--- src/rtl/alu_arbiter_if.sv ---
// Requester/response handshakes plus the registered-ALU bus of the shared-ALU arbiter.
// The arbiter binds to slave; requesters and the ALU together form the master side.
interface alu_arbiter_if #(parameter int W = 32);
  logic [1:0]     req_valid;
  logic [1:0]     req_ready;
  logic [2*W-1:0] req_din_0;
  logic [2*W-1:0] req_din_1;
  logic [7:0]     req_ctrl;
  logic [1:0]     rsp_valid;
  logic [1:0]     rsp_ready;
  logic [W-1:0]   rsp_result;
  logic           rsp_err;
  logic [W-1:0]   alu_din_0;
  logic [W-1:0]   alu_din_1;
  logic [3:0]     alu_ctrl;
  logic [W-1:0]   alu_result;

  modport slave (
    input  req_valid, req_din_0, req_din_1, req_ctrl, rsp_ready, alu_result,
    output req_ready, rsp_valid, rsp_result, rsp_err, alu_din_0, alu_din_1, alu_ctrl
  );

  modport master (
    output req_valid, req_din_0, req_din_1, req_ctrl, rsp_ready, alu_result,
    input  req_ready, rsp_valid, rsp_result, rsp_err, alu_din_0, alu_din_1, alu_ctrl
  );
endinterface

--- src/rtl/alu_arbiter.sv ---
// Round-robin share of one registered ALU between two requesters; legal op responds 3 cycles
// after accept, illegal op 1 cycle; a held response blocks further accepts until consumed.
module alu_arbiter #(
  parameter int W = 32
) (
  input logic          clk,
  input logic          reset,
  alu_arbiter_if.slave bus
);

  typedef enum logic [1:0] {IDLE, EXEC, CAPT, RESP} state_t;

  state_t       state, state_nxt;
  logic         prio;
  logic         owner;
  logic         winner;
  logic         accept;
  logic         win_legal;
  logic [3:0]   win_ctrl;
  logic [W-1:0] win_din_0;
  logic [W-1:0] win_din_1;
  logic [W-1:0] din_0_q;
  logic [W-1:0] din_1_q;
  logic [3:0]   ctrl_q;
  logic [W-1:0] result_q;
  logic         err_q;

  function automatic logic is_legal(input logic [3:0] c);
    return (c[3] == 1'b0) || (c == 4'b1101);
  endfunction

  // prio only breaks ties; a lone requester always wins
  assign winner    = (&bus.req_valid) ? prio : bus.req_valid[1];
  assign win_din_0 = winner ? bus.req_din_0[W +: W] : bus.req_din_0[0 +: W];
  assign win_din_1 = winner ? bus.req_din_1[W +: W] : bus.req_din_1[0 +: W];
  assign win_ctrl  = winner ? bus.req_ctrl[7:4] : bus.req_ctrl[3:0];
  assign win_legal = is_legal(win_ctrl);

  always_ff @(posedge clk) begin
    if (reset) state <= IDLE;
    else       state <= state_nxt;
  end

  always_comb begin
    state_nxt     = state;
    accept        = 1'b0;
    bus.req_ready = 2'b00;
    bus.rsp_valid = 2'b00;
    case (state)
      IDLE: accept = |bus.req_valid;
      EXEC: state_nxt = CAPT;
      CAPT: state_nxt = RESP;
      RESP: begin
        bus.rsp_valid[owner] = 1'b1;
        if (bus.rsp_ready[owner]) begin
          state_nxt = IDLE;
          accept    = |bus.req_valid;
        end
      end
      default: state_nxt = IDLE;
    endcase
    if (accept) begin
      state_nxt             = win_legal ? EXEC : RESP;
      bus.req_ready[winner] = 1'b1;
    end
    if (reset) begin
      accept        = 1'b0;
      bus.req_ready = 2'b00;
      bus.rsp_valid = 2'b00;
    end
  end

  always_ff @(posedge clk) begin
    if (reset) begin
      prio     <= 1'b0;
      owner    <= 1'b0;
      din_0_q  <= '0;
      din_1_q  <= '0;
      ctrl_q   <= 4'b0000;
      result_q <= '0;
      err_q    <= 1'b0;
    end else begin
      if (accept) begin
        prio  <= ~winner;
        owner <= winner;
        // illegal codes never touch the ALU registers; they respond immediately with an error
        if (win_legal) begin
          din_0_q <= win_din_0;
          din_1_q <= win_din_1;
          ctrl_q  <= win_ctrl;
        end else begin
          result_q <= '0;
          err_q    <= 1'b1;
        end
      end
      if (state == CAPT) begin
        result_q <= bus.alu_result;
        err_q    <= 1'b0;
      end
    end
  end

  assign bus.alu_din_0  = din_0_q;
  assign bus.alu_din_1  = din_1_q;
  assign bus.alu_ctrl   = ctrl_q;
  assign bus.rsp_result = result_q;
  assign bus.rsp_err    = err_q;

endmodule

--- src/flat_wrapper.sv ---
// flat-port wrapper written by rule: the top's interface ports become plain ports
module alu_arbiter_flat 
#(
  parameter int W = 32
)
  (clk, reset, bus_req_valid, bus_req_din_0, bus_req_din_1, bus_req_ctrl, bus_rsp_ready, bus_alu_result, bus_req_ready, bus_rsp_valid, bus_rsp_result, bus_rsp_err, bus_alu_din_0, bus_alu_din_1, bus_alu_ctrl);
  alu_arbiter_if #(.W(W)) bus_i ();
  input logic clk;
  input logic reset;
  input wire logic [$bits(bus_i.req_valid)-1:0] bus_req_valid;
  input wire logic [$bits(bus_i.req_din_0)-1:0] bus_req_din_0;
  input wire logic [$bits(bus_i.req_din_1)-1:0] bus_req_din_1;
  input wire logic [$bits(bus_i.req_ctrl)-1:0] bus_req_ctrl;
  input wire logic [$bits(bus_i.rsp_ready)-1:0] bus_rsp_ready;
  input wire logic [$bits(bus_i.alu_result)-1:0] bus_alu_result;
  output wire logic [$bits(bus_i.req_ready)-1:0] bus_req_ready;
  output wire logic [$bits(bus_i.rsp_valid)-1:0] bus_rsp_valid;
  output wire logic [$bits(bus_i.rsp_result)-1:0] bus_rsp_result;
  output wire logic [$bits(bus_i.rsp_err)-1:0] bus_rsp_err;
  output wire logic [$bits(bus_i.alu_din_0)-1:0] bus_alu_din_0;
  output wire logic [$bits(bus_i.alu_din_1)-1:0] bus_alu_din_1;
  output wire logic [$bits(bus_i.alu_ctrl)-1:0] bus_alu_ctrl;
  assign bus_i.req_valid = bus_req_valid;
  assign bus_i.req_din_0 = bus_req_din_0;
  assign bus_i.req_din_1 = bus_req_din_1;
  assign bus_i.req_ctrl = bus_req_ctrl;
  assign bus_i.rsp_ready = bus_rsp_ready;
  assign bus_i.alu_result = bus_alu_result;
  assign bus_req_ready = bus_i.req_ready;
  assign bus_rsp_valid = bus_i.rsp_valid;
  assign bus_rsp_result = bus_i.rsp_result;
  assign bus_rsp_err = bus_i.rsp_err;
  assign bus_alu_din_0 = bus_i.alu_din_0;
  assign bus_alu_din_1 = bus_i.alu_din_1;
  assign bus_alu_ctrl = bus_i.alu_ctrl;
  alu_arbiter #(.W(W)) u_core (.clk(clk), .reset(reset), .bus(bus_i));
endmodule
--- config.mk ---
export PLATFORM = sky130hd
export DESIGN_NAME = alu_arbiter_flat
export DESIGN_NICKNAME = d
export VERILOG_FILES = /design/src/rtl/alu_arbiter_if.sv /design/src/rtl/alu_arbiter.sv /design/src/flat_wrapper.sv
export SDC_FILE = /design/constraint.sdc
export NUM_CORES = 1
export LEC_CHECK = 0
export CORE_MARGIN = 8
export CORE_UTILIZATION = 39
export DETAILED_ROUTE_END_ITERATION = 8
export GPL_TIMING_DRIVEN = 1
export PLACE_DENSITY_LB_ADDON = 0.1
export SKIP_LAST_GASP = 1
export SYNTH_ARGS = -nofsm -noshare
export SYNTH_HDL_FRONTEND = slang
export SYNTH_SLANG_ARGS = --single-unit
--- constraint.sdc ---
create_clock -name clk -period 3 [get_ports clk]
set_input_delay 0.9 -clock clk [delete_from_list [all_inputs] [get_ports clk]]
set_output_delay 0.9 -clock clk [all_outputs]
set_load 0.02 [all_outputs]
# == After elaboration in Yosys (flattened, before gate mapping) ==
# Cells that the tools add are included.
# totals
in_bits,174
regBits,105
n_memories,0
word_cells,58
output_inout_bits,105
latchBits,0
mem_bits_ro,0
ram_bits,0
# op_classes
addsub,0
n_div,0
magnitude_cmp,4
n_eq_ne,6
n_reduce_logical,13
muxes,24
shift,0
n_mul,0
bitwise_logic,3
# ops
cell,n
32-bit 2-to-1 mux,5
2-bit 2-to-1 mux,7
2-bit AND reduction,5
1-bit 2-to-1 mux,7
2-bit case mux with 3 select lines,1
2-bit == test (second input constant),2
4-bit == test (second input constant),1
1-bit by 2-bit less-than comparator with 1-bit output (second input constant),2
4-bit 2-to-1 mux,1
4-bit nonzero test,1
2-bit OR reduction,2
3-bit by 1-bit != test with 1-bit output (second input constant),1
1-bit inverter,3
1-bit demux with 1-bit select,2
2-bit by 1-bit == test with 1-bit output (second input constant),1
1-bit >= comparator (second input constant),2
1-bit logical AND,2
2-bit logical NOT,1
2-bit != test (second input constant),1
1-bit case mux with 2 select lines,1
2-bit nonzero test,1
1-bit logical OR,1

# == Depth between registers and ports, before layout ==
# Gate-level depths: netlist (run 1).
# depth
ltp_word,8
ltp_mapped,8
depth_no_buf,7

# == Worst setup path before layout (run 1) ==
# No wires, ideal clock.
# synth_path
kind,input port to output port
from,in bus_rsp_ready[1]
to,out bus_req_ready[0]
n_path_buf,1
cell_stages,5
slack_ns,-0.014
arrival_ns,2.114
required_ns,2.100
cell_sequence,mux2i_1 -> nand2b_4 -> a211o_4 -> buf_2 -> nor3_1
# synth_between
elab_chain_len,6
# synth_lines
element,line_no,rtl
from (decl),flat_wrapper.sv:14,input wire logic [$bits(bus_i.rsp_ready)-1:0] bus_rsp_ready;
1-bit 2-to-1 mux (not written as such) (2 in a row),alu_arbiter.sv:55,if (bus.rsp_ready[owner]) begin
1-bit 2-to-1 mux,alu_arbiter.sv:55,
1-bit case mux with 2 select lines,alu_arbiter.sv:49,case (state)
2-bit 2-to-1 mux,alu_arbiter.sv:62,if (accept) begin
2-bit 2-to-1 mux,alu_arbiter.sv:66,if (reset) begin
to (decl),flat_wrapper.sv:16,output wire logic [$bits(bus_i.req_ready)-1:0] bus_req_ready;
# Every way passes these cells. The select of a mux whose other input is x is not followed.

# == Worst setup path after layout (run 1) ==
# layout_path
from,in bus_rsp_ready[0]
to,out bus_req_ready[0]
# The elaborated chain is that of the path after synthesis.

==> flow_metrics.env, run 1 <==
export IMPL_run_status="finished, final reports clean"
export IMPL_crit_fanout=3
export IMPL_drc=0
export IMPL_gp_congestion=0.774
export IMPL_grt_first_pass_wirelength_um=27100
export IMPL_core_area_sq_um=13000
export IMPL_syn_area_sq_um=5130
export IMPL_clkTransAtPathRegs_ns=0.07
export IMPL_nNetsFinal=975
export IMPL_insertion_delay_ns=0.35
export IMPL_drt_iter0_markers=200
export IMPL_drt_first_pass_iters=4
export IMPL_setup_viol=0
export IMPL_antenna_found_initial=0
export IMPL_layout_common_cells="clkdlybuf4s50_1, dfxtp_1, nand2b_1, mux2i_1, or4_1"
export IMPL_place_ws_ns=-0.679
export IMPL_hpwl_um=13500
export IMPL_path_class="primary input to primary output"
export IMPL_yosys_most_used_dff="dfxtp_1"
export IMPL_maxCapViolCount=0
export IMPL_clockRootBuffer="clkbuf_16"
export IMPL_syn_inst=542
export IMPL_diodes=0
export IMPL_ios=279
export IMPL_cts_num_sinks=105
export IMPL_synth_distinct_cells=34
export IMPL_final_area_sq_um=8430
export IMPL_die_h_um=131
export IMPL_vias_per_cell=5.17
export IMPL_ant_nets=0
export IMPL_p_leak_nw=3.26
export IMPL_totalPowerFinal_w=0.00592
export IMPL_core_rowCount=42
export IMPL_synthArstFlopShare=0
export IMPL_relSlewSlack=0.461
export IMPL_required_ns=2.10
export IMPL_fill_cells=1153
export IMPL_dpl_cell_area_sq_um=8110
export IMPL_rsz0062_at_grt="false"
export IMPL_finalHoldViolCount=0
export IMPL_p_per_area_nw_per_um2=703
export IMPL_grt_start_max_net_pins=106
export IMPL_cts_inserted_buffers=9
export IMPL_dieWidth_um=131
export IMPL_io_buffers=278
export IMPL_cp_start_kind="primary input"
export IMPL_grt_ovfl_total=0
export IMPL_area_growth_pct=64.1
export IMPL_clock_skew_ns=0.00819
export IMPL_cts_buffer_depth=2
export IMPL_hold_path_class="flop to flop"
export IMPL_fmax_mhz=342
export IMPL_wire_per_inst_um=18.4
export IMPL_setup_ws_ns=0.0764
export IMPL_ys_warnings_count=0
export IMPL_vias=5059
export IMPL_final_common_cell="clkdlybuf4s50_1"
export IMPL_multi_input_area_sq_um=2810
export IMPL_peakVddDrop_mv=0.463
export IMPL_cts_htree_levels=3
export IMPL_seq_area_sq_um=2100
export IMPL_min_period_ns=2.92
export IMPL_syn_nets=720
export IMPL_syn_area_per_cell_sq_um=9.47
export IMPL_synth_seq_cells=105
export IMPL_drv_slew=0
export IMPL_synth_edf_count=0
export IMPL_yosysSeqAreaShare=0.409
export IMPL_hold_slack_ns=0.465
export IMPL_grt_pass1_vias=5208
export IMPL_start_util=0.394
export IMPL_dieArea_sq_um=17100
export IMPL_crit_arrival_ns=2.02
export IMPL_endpoint_kind="primary output"
export IMPL_worst_pin_slew_ns=0.809
export IMPL_gr_usage_all_layers=0.202
export IMPL_finalCritPeriodShare=0.975
export IMPL_drive_above_1_share=0.0698
export IMPL_drt_wl_total_um=18000
export IMPL_cts_tree="done"
-- stage by stage --
step / cells / utilization / setup TNS, ns
after global routing: 978 / 0.647 / 0
after floorplan: 542 / - / -0.0271
after CTS: 978 / 0.646 / 0
after detailed placement: 960 / 0.622 / -10.96
after global placement: 960 / 0.622 / -8.31
final: 978 / 0.647 / 0
-- layout make-up --
cell class	count	share of cell area
tap	176	0.0261
inverter	5	0.00223
clock inverter	7	0.00742
sequential	105	0.249
timing repair buffer	302	0.355
clock buffer	9	0.0267
multi-input combinational	374	0.333
-- sequential cells by signal, summed over array words and instances (netlist names) --
name / cells
u_core.bus.alu_din_0: 32
u_core.prio: 1
u_core.state: 2
u_core.bus.rsp_result: 32
u_core.bus.alu_ctrl: 4
u_core.bus.rsp_err: 1
u_core.owner: 1
u_core.bus.alu_din_1: 32
-- worst max-delay path, stage by stage --
cell and delay, ns:
dlygate4sd2_1 0.21, mux2i_2 0.08, nand2b_4 0.16, a211o_4 0.34, nor3_2 0.17, buf_4 0.16
-- where the power goes --
part / internal, W / leakage (nW) / switching (W)
Clock: 0.000581 / 0.139 / 0.000566
Sequential: 0.00174 / 0.856 / 0.000181
Combinational: 0.00130 / 2.26 / 0.00156
Total: 0.00362 / 3.26 / 0.00231
-- Yosys cell counts, drive strengths merged (2+ instances only) --
master  number  area, sq um
a21oi        4         20.0
mux2i       69          691
a22o        32          280
nor2         8         32.5
nor2b        2         15.0
nor3b       33          248
clkbuf      46          181
or4         67          503
buf         12         61.3
nand2        2         10.0
and3b        2         17.5
o21ai       68          340
nand2b      69          439
inv          5         18.8
dfxtp      105         2100
nor3         4         20.0
a211oi       3         27.5
ha           4         50.1
-- cells by family after synthesis --
logic type,count (synthesis),share of synthesized area
AO/OA/AOI/OAI,112,0.143
adder cells (fa/ha/maj),4,0.00975
buffers and inverters,63,0.0509
flip-flops,105,0.409
AND/OR/NAND/NOR,189,0.253
multiplexers,69,0.135
-- final timing paths --
check | start | end | slack [ns] | cells past startpoint
worst max-delay path | bus_rsp_ready[0] | bus_req_ready[0] | 0.08 | 6
worst min-delay path | u_core.bus.alu_din_1[4] | u_core.bus.alu_din_1[4] | 0.47 | 2
worst max register to register | u_core.state[0] | u_core.bus.alu_ctrl[1] | 0.79 | 6
worst min register to register | u_core.bus.alu_din_1[4] | u_core.bus.alu_din_1[4] | 0.47 | 2
-- repair_timing --
| item | CTS | global route |
|---|---|---|
| buffers inserted | 2 | 0 |
| gates cloned | 0 | 0 |
| hold buffers | 0 | 0 |
| gates resized for setup | 20 | 1 |
| endpoints found under the setup margin | 2 | 1 |
| pin swaps | 2 | 0 |
-- per-layer routing --
layer | up-vias | wire length [um] | track usage | part of all wire
li1 | 2509 | - | - | -
met1 | 2338 | 6890 | 0.219 | 0.38
met2 | 191 | 8890 | 0.355 | 0.49
met3 | 21 | 1880 | 0.0751 | 0.10
met4 | 0 | 321 | 0.0682 | 0.018
met5 | - | 0 | 0 | 0
(Power assumes the default switching activity.)
==> run 2: changes to the inputs <==
Settings changed: CORE_UTILIZATION 39 to 40, CTS_BUF_LIST from default to sky130_fd_sc_hd__clkbuf_4.
==> run 2 against run 1 <==
The flow now finishes with violations (negative setup slack). Final cell count is 0.20% lower. Sequential share of layout area grew 0.15 points. Register-to-register slack got worse by 0.02 ns. Count of clock-buffer cells in the layout unchanged. Die area decreased by 2.2%. Clock skew up 0.020 ns. Via count up 0.43%. Clock power decreased by 37%. Hold slack gained 0.0077 ns. Wire length up 2.5%. Critical path type unchanged. Largest cell class unchanged. Largest power group unchanged.
==> flow_metrics.env, run 2 (same netlist as run 1, synthesis figures left out) <==
export IMPL_setup_tns_ns=-0.000123
export IMPL_drive_above_1_share=0.0684
export IMPL_antenna_found_initial=0
export IMPL_ios=279
export IMPL_wl_met3_um=1810
export IMPL_drv_slew=0
export IMPL_layoutNonFillerInstCount=976
export IMPL_rsz0062_at_grt="true"
export IMPL_crit_fanout=3
export IMPL_min_path_cells=2
export IMPL_slowest_stage="a211o_4"
export IMPL_violations="negative setup slack"
export IMPL_nNetsFinal=977
export IMPL_start_util=0.409
export IMPL_cts_buffer_depth=2
export IMPL_cts_tree="done"
export IMPL_place_inst=956
export IMPL_core_area_sq_um=12600
export IMPL_path_class="primary input to primary output"
export IMPL_r2r_slack_ns=0.77
export IMPL_wl_met1_um=7120
export IMPL_die_h_um=129
export IMPL_dr_wl_met2_um=9120
export IMPL_peakVddDrop_mv=0.433
export IMPL_io_buffers=278
export IMPL_hold_path_class="flop to flop"
export IMPL_drt_first_pass_iters=4
export IMPL_insertion_delay_ns=0.48
export IMPL_finalCritPeriodShare=1.00
export IMPL_hp_start="u_core.bus.rsp_err"
export IMPL_ant_nets=0
export IMPL_min_to="u_core.bus.rsp_err"
export IMPL_cts_htree_levels=3
export IMPL_routed_top_layer="met4"
export IMPL_timing_rr_start="u_core.state[0]"
export IMPL_cp_start_kind="primary input"
export IMPL_grt_first_pass_wirelength_um=28400
export IMPL_crit_arrival_ns=2.10
export IMPL_required_ns=2.10
export IMPL_worst_pin_slew_ns=1.15
export IMPL_min_period_ns=3.00
export IMPL_drc=0
export IMPL_run_status="finished, violations left"
export IMPL_drt_wl_total_um=18400
export IMPL_grt_ovfl_total=0
export IMPL_slowest_delay_ns=0.36
export IMPL_ff2ff_path_depth=7
export IMPL_finalHoldViolCount=0
export IMPL_hpwl_um=13200
export IMPL_vias_per_cell=5.21
export IMPL_core_rowCount=41
export IMPL_cts_num_sinks=105
export IMPL_fmax_mhz=333
export IMPL_dieArea_sq_um=16700
export IMPL_maxCapViolCount=0
export IMPL_diodes=0
export IMPL_grt_start_max_net_pins=157
export IMPL_gp_congestion=0.766
export IMPL_setup_viol=1
export IMPL_gr_usage_all_layers=0.215
export IMPL_wire_per_inst_um=18.9
export IMPL_drt_iter0_markers=304
export IMPL_dieWidth_um=129
export IMPL_fill_cells=1070
export IMPL_relSlewSlack=0.235
export IMPL_vias=5081
export IMPL_final_common_cell="clkdlybuf4s50_1"
export IMPL_clock_skew_ns=0.0281
export IMPL_layout_common_cells="clkdlybuf4s50_1, dfxtp_1, mux2i_1, nand2b_1, or4_1"
export IMPL_clkTransAtPathRegs_ns=0.14
export IMPL_endpoint_kind="primary output"
export IMPL_grt_pass1_vias=5316
export IMPL_p_leak_nw=3.26
export IMPL_crit_chain="dlygate4sd2_1 > mux2i_1 > nand2b_4 > a211o_4 > buf_16 > nor3_4 > buf_6"
export IMPL_p_per_area_nw_per_um2=698
export IMPL_area_growth_pct=63.1
export IMPL_r2r_end="u_core.bus.alu_din_1[29]"
export IMPL_clockRootBuffer="clkbuf_4"
export IMPL_setup_ws_ns=-0.000123
export IMPL_cts_inserted_buffers=9
run 2: cell count changes in the layout (fill, tap and decap cells not counted), sizes merged:
cell	change
inv	-4
bufbuf	+2
clkinv	+2
bufinv	+1
clkdlybuf4s50	-1
clkinvlp	+1
dlygate4sd2	+1
run 2: layout make-up:
cell class                 count  area (sq um)  share of cell area
clock buffer                   9          67.6             0.00807
inverter                       5          18.8             0.00224
timing repair buffer         304          3100               0.370
clock inverter                 7          71.3             0.00852
tap                          172           215              0.0257
multi-input combinational    374          2800               0.334
sequential                   105          2100               0.251
run 2: per-stage QoR:
stage | total power (W) | setup WS [ns] | hold WS (ns) | util | area [sq um]
after floorplan | 0.00349 | -0.0136 | 0.496 | - | 5130
after global placement | 0.00477 | -0.652 | 0.447 | 0.647 | 8130
after detailed placement | 0.00482 | -0.635 | 0.452 | 0.647 | 8130
after CTS | 0.00591 | -0.0394 | 0.472 | 0.666 | 8370
after global routing | 0.00619 | -0.0340 | 0.498 | 0.666 | 8380
final | 0.00584 | -0.000123 | 0.473 | 0.666 | 8380
run 2: worst max-delay path: cells and delay by family:
kind | cells | cell delay [ns]
AND/OR/NAND/NOR | 2 | 0.28
buffers and inverters | 3 | 0.48
AO/OA/AOI/OAI | 1 | 0.36
multiplexers | 1 | 0.09
run 2: where the power goes:
part / leakage, nW / switching [W] / internal (W) / total (W)
clock: 0.0695 / 0.000476 / 0.000253 / 0.000729
sequential: 0.856 / 0.000176 / 0.00173 / 0.00191
combinational: 2.33 / 0.00167 / 0.00154 / 0.00320
total: 3.26 / 0.00232 / 0.00352 / 0.00584
run 2: metal layers:
metal  vias up  GRT usage
li1       2511          -
met1      2368      0.232
met2       178      0.376
met3        24     0.0822
met4         0     0.0753
met5         -          0
run 2: worst max path at each step:
stage | start | end | slack (ns)
after global placement | bus_rsp_ready[1] | bus_req_ready[0] | -0.65
after floorplan | bus_rsp_ready[1] | bus_req_ready[0] | -0.01
after detailed placement | bus_rsp_ready[1] | bus_req_ready[1] | -0.63
after CTS | bus_rsp_ready[0] | bus_req_ready[1] | -0.04
after global routing | bus_rsp_ready[0] | bus_req_ready[1] | -0.03
final | bus_rsp_ready[0] | bus_req_ready[1] | -0.0001
run 2: repair_timing:
action                     CTS  global route
hold buffers                 0             0
gates cloned                 2             0
buffers inserted             2             0
gates resized for setup     18             1
pin swaps                    2             2
setup endpoints to repair    3             2
==> run 3: changes to the inputs <==
Settings changed: ABC_AREA from default to 1, CORE_UTILIZATION 40 to 39.
==> run 3 against run 2 <==
The run now ends clean. Sequential cell count did not move. Synthesized area fell by 7.8%. Non-clock buffer count fell by 2. Combinational power fell by 3%. Via count fell by 2.3%. Fmax rose by 1.6%. Synthesized cell count rose by 6.1%. Final cell count rose by 2.3%. Die area fell by 4.8%. Register-to-register slack got worse by 0.15 ns. Count of clock-buffer cells in the layout rose by 1. Clock power fell by 10%. Critical path type unchanged. Critical endpoint is now bus_rsp_valid[1].
==> flow_metrics.env, run 3 <==
export IMPL_grt_pass1_vias=5000
export IMPL_yosys_most_used_dff="dfxtp_1"
export IMPL_clkPwrFrac=0.114
export IMPL_fmax_mhz=339
export IMPL_path_class="primary input to primary output"
export IMPL_endpoint_kind="primary output"
export IMPL_syn_nets=753
export IMPL_antenna_found_initial=0
export IMPL_intPower_w=0.00344
export IMPL_yosysSeqAreaShare=0.444
export IMPL_power_switching_share=0.405
export IMPL_finalHoldViolCount=0
export IMPL_core_area_sq_um=11900
export IMPL_power_switching_w=0.00234
export IMPL_p_leak_nw=2.95
export IMPL_relSlewSlack=0.368
export IMPL_syn_area_sq_um=4730
export IMPL_grt_start_max_net_pins=67
export IMPL_drt_wl_total_um=16900
export IMPL_run_status="finished, final reports clean"
export IMPL_cts_num_sinks=105
export IMPL_vias_per_cell=4.97
export IMPL_crit_arrival_ns=2.05
export IMPL_cp_start_kind="primary input"
export IMPL_hpwl_um=13200
export IMPL_maxCapViolCount=0
export IMPL_synth_edf_count=0
export IMPL_clkTransAtPathRegs_ns=0.16
export IMPL_crit_fanout=4
export IMPL_area_growth_pct=63.8
export IMPL_insertion_delay_ns=0.42
export IMPL_nNetsFinal=1024
export IMPL_multi_input_area_sq_um=2300
export IMPL_die_h_um=126
export IMPL_fill_cells=1030
export IMPL_synth_commonest_cells="nor2_1, dfxtp_1, mux2_2, nand2_1, o21ai_0"
export IMPL_seq_area_sq_um=2100
export IMPL_io_buffers=278
export IMPL_ys_warnings_count=0
export IMPL_synth_distinct_cells=24
export IMPL_drt_iter0_markers=272
export IMPL_min_period_ns=2.95
export IMPL_syn_area_per_cell_sq_um=8.23
export IMPL_dieWidth_um=126
export IMPL_grt_ovfl_total=0
export IMPL_cts_buffer_depth=2
export IMPL_synth_most_common_cell="nor2_1"
export IMPL_cts_htree_levels=3
export IMPL_rsz0062_at_grt="false"
export IMPL_synthArstFlopShare=0
export IMPL_synth_seq_cells=105
export IMPL_pwr_share_seq=0.352
export IMPL_hold_path_class="flop to flop"
export IMPL_totalPowerFinal_w=0.00578
export IMPL_dpl_cell_area_sq_um=7590
export IMPL_cts_inserted_buffers=9
export IMPL_grt_first_pass_wirelength_um=26000
export IMPL_peakVddDrop_mv=0.321
export IMPL_required_ns=2.10
export IMPL_vias=4965
export IMPL_core_rowCount=40
export IMPL_gp_congestion=0.836
export IMPL_layout_common_cells="clkdlybuf4s50_1, nor2_1, dfxtp_1, mux2_2, nand2_1"
export IMPL_final_area_sq_um=7750
export IMPL_ios=279
export IMPL_syn_inst=575
export IMPL_gr_usage_all_layers=0.200
export IMPL_hold_slack_ns=0.478
export IMPL_clock_skew_ns=0.0193
export IMPL_clockRootBuffer="clkbuf_4"
export IMPL_yosys_area_top_type_share=0.444
export IMPL_p_per_area_nw_per_um2=746
export IMPL_drv_slew=0
export IMPL_synth_area_top_cells="dfxtp_1, mux2_2, nor2_1"
export IMPL_dieArea_sq_um=15900
export IMPL_drc=0
export IMPL_ant_nets=0
export IMPL_cts_tree="done"
export IMPL_worst_pin_slew_ns=0.943
export IMPL_drive_above_1_share=0.140
export IMPL_yosysTopAreaCell="dfxtp_1"
export IMPL_diodes=0
export IMPL_wire_per_inst_um=16.9
export IMPL_ctsHoldBuffers=0
export IMPL_finalCritPeriodShare=0.984
export IMPL_drt_first_pass_iters=4
export IMPL_final_common_cell="clkdlybuf4s50_1"
export IMPL_p_comb_frac=0.534
export IMPL_start_util=0.397
export IMPL_setup_viol=0
## run 3: final timing paths
| path | slack [ns] | to | depth (start not counted) | start |
|---|---|---|---|---|
| worst max-delay path | 0.05 | bus_rsp_valid[1] | 5 | reset |
| worst min-delay path | 0.48 | u_core.bus.alu_ctrl[2] | 2 | u_core.bus.alu_ctrl[2] |
| worst max register to register | 0.62 | u_core.state[0] | 7 | u_core.state[0] |
| worst min register to register | 0.48 | u_core.bus.alu_ctrl[2] | 2 | u_core.bus.alu_ctrl[2] |
## run 3: power by group through the flow
stage               Clock [W]  Combinational [W]  Sequential, W
global placement            0            0.00302        0.00204
finish               0.000656            0.00309        0.00204
detailed placement          0            0.00308        0.00207
CTS                  0.000680            0.00313        0.00204
global route         0.000735            0.00334        0.00209
floorplan                   0            0.00127        0.00254
## run 3: cell families (layout without fill, tap and decap cells)
logic type	count (synthesis)	in the layout	synth area share
AND/OR/NAND/NOR	235	235	0.204
flip-flops	105	105	0.444
adder cells (fa/ha/maj)	4	4	0.0106
buffers and inverters	59	335	0.0735
AO/OA/AOI/OAI	108	108	0.116
multiplexers	64	64	0.152
## run 3: per-stage QoR
| stage | worst slack, ns | cells | util | setup TNS, ns |
|---|---|---|---|---|
| floorplan | 0.450 | 575 | - | 0 |
| global placement | -0.559 | 978 | 0.637 | -9.13 |
| detailed placement | -0.575 | 978 | 0.637 | -13.59 |
| CTS | 0.0285 | 998 | 0.651 | 0 |
| global route | 0.00612 | 998 | 0.651 | 0 |
| finish | 0.0466 | 998 | 0.651 | 0 |
## run 3: cell type report
cell class / instances / area share
repair buffers: 302 / 0.385
multi-input cells: 411 / 0.297
flip-flops and latches: 105 / 0.271
well taps: 147 / 0.0237
clock buffers: 10 / 0.00968
inverters: 17 / 0.00823
clock inverters: 6 / 0.00549
## run 3: what timing repair did
| action | CTS | global route |
|---|---|---|
| buffers inserted | 4 | 0 |
| endpoints found under the setup margin | 4 | 2 |
| resized for setup | 22 | 3 |
| hold endpoints to repair | 0 | 0 |
| pin swaps | 6 | 0 |
## run 3: routing by layer
| layer | share of wire | track usage | vias up | wire length [um] |
|---|---|---|---|---|
| li1 | - | - | 2442 | - |
| met1 | 0.38 | 0.204 | 2313 | 6500 |
| met2 | 0.52 | 0.380 | 189 | 8770 |
| met3 | 0.078 | 0.0646 | 21 | 1320 |
| met4 | 0.017 | 0.0602 | 0 | 286 |
| met5 | 0 | 0 | - | 0 |
## run 3: critical path: stages
cell	delay, ns
clkdlybuf4s50_1	0.53
inv_1	0.13
nand2_1	0.07
nor2_1	0.08
clkdlybuf4s15_1	0.33
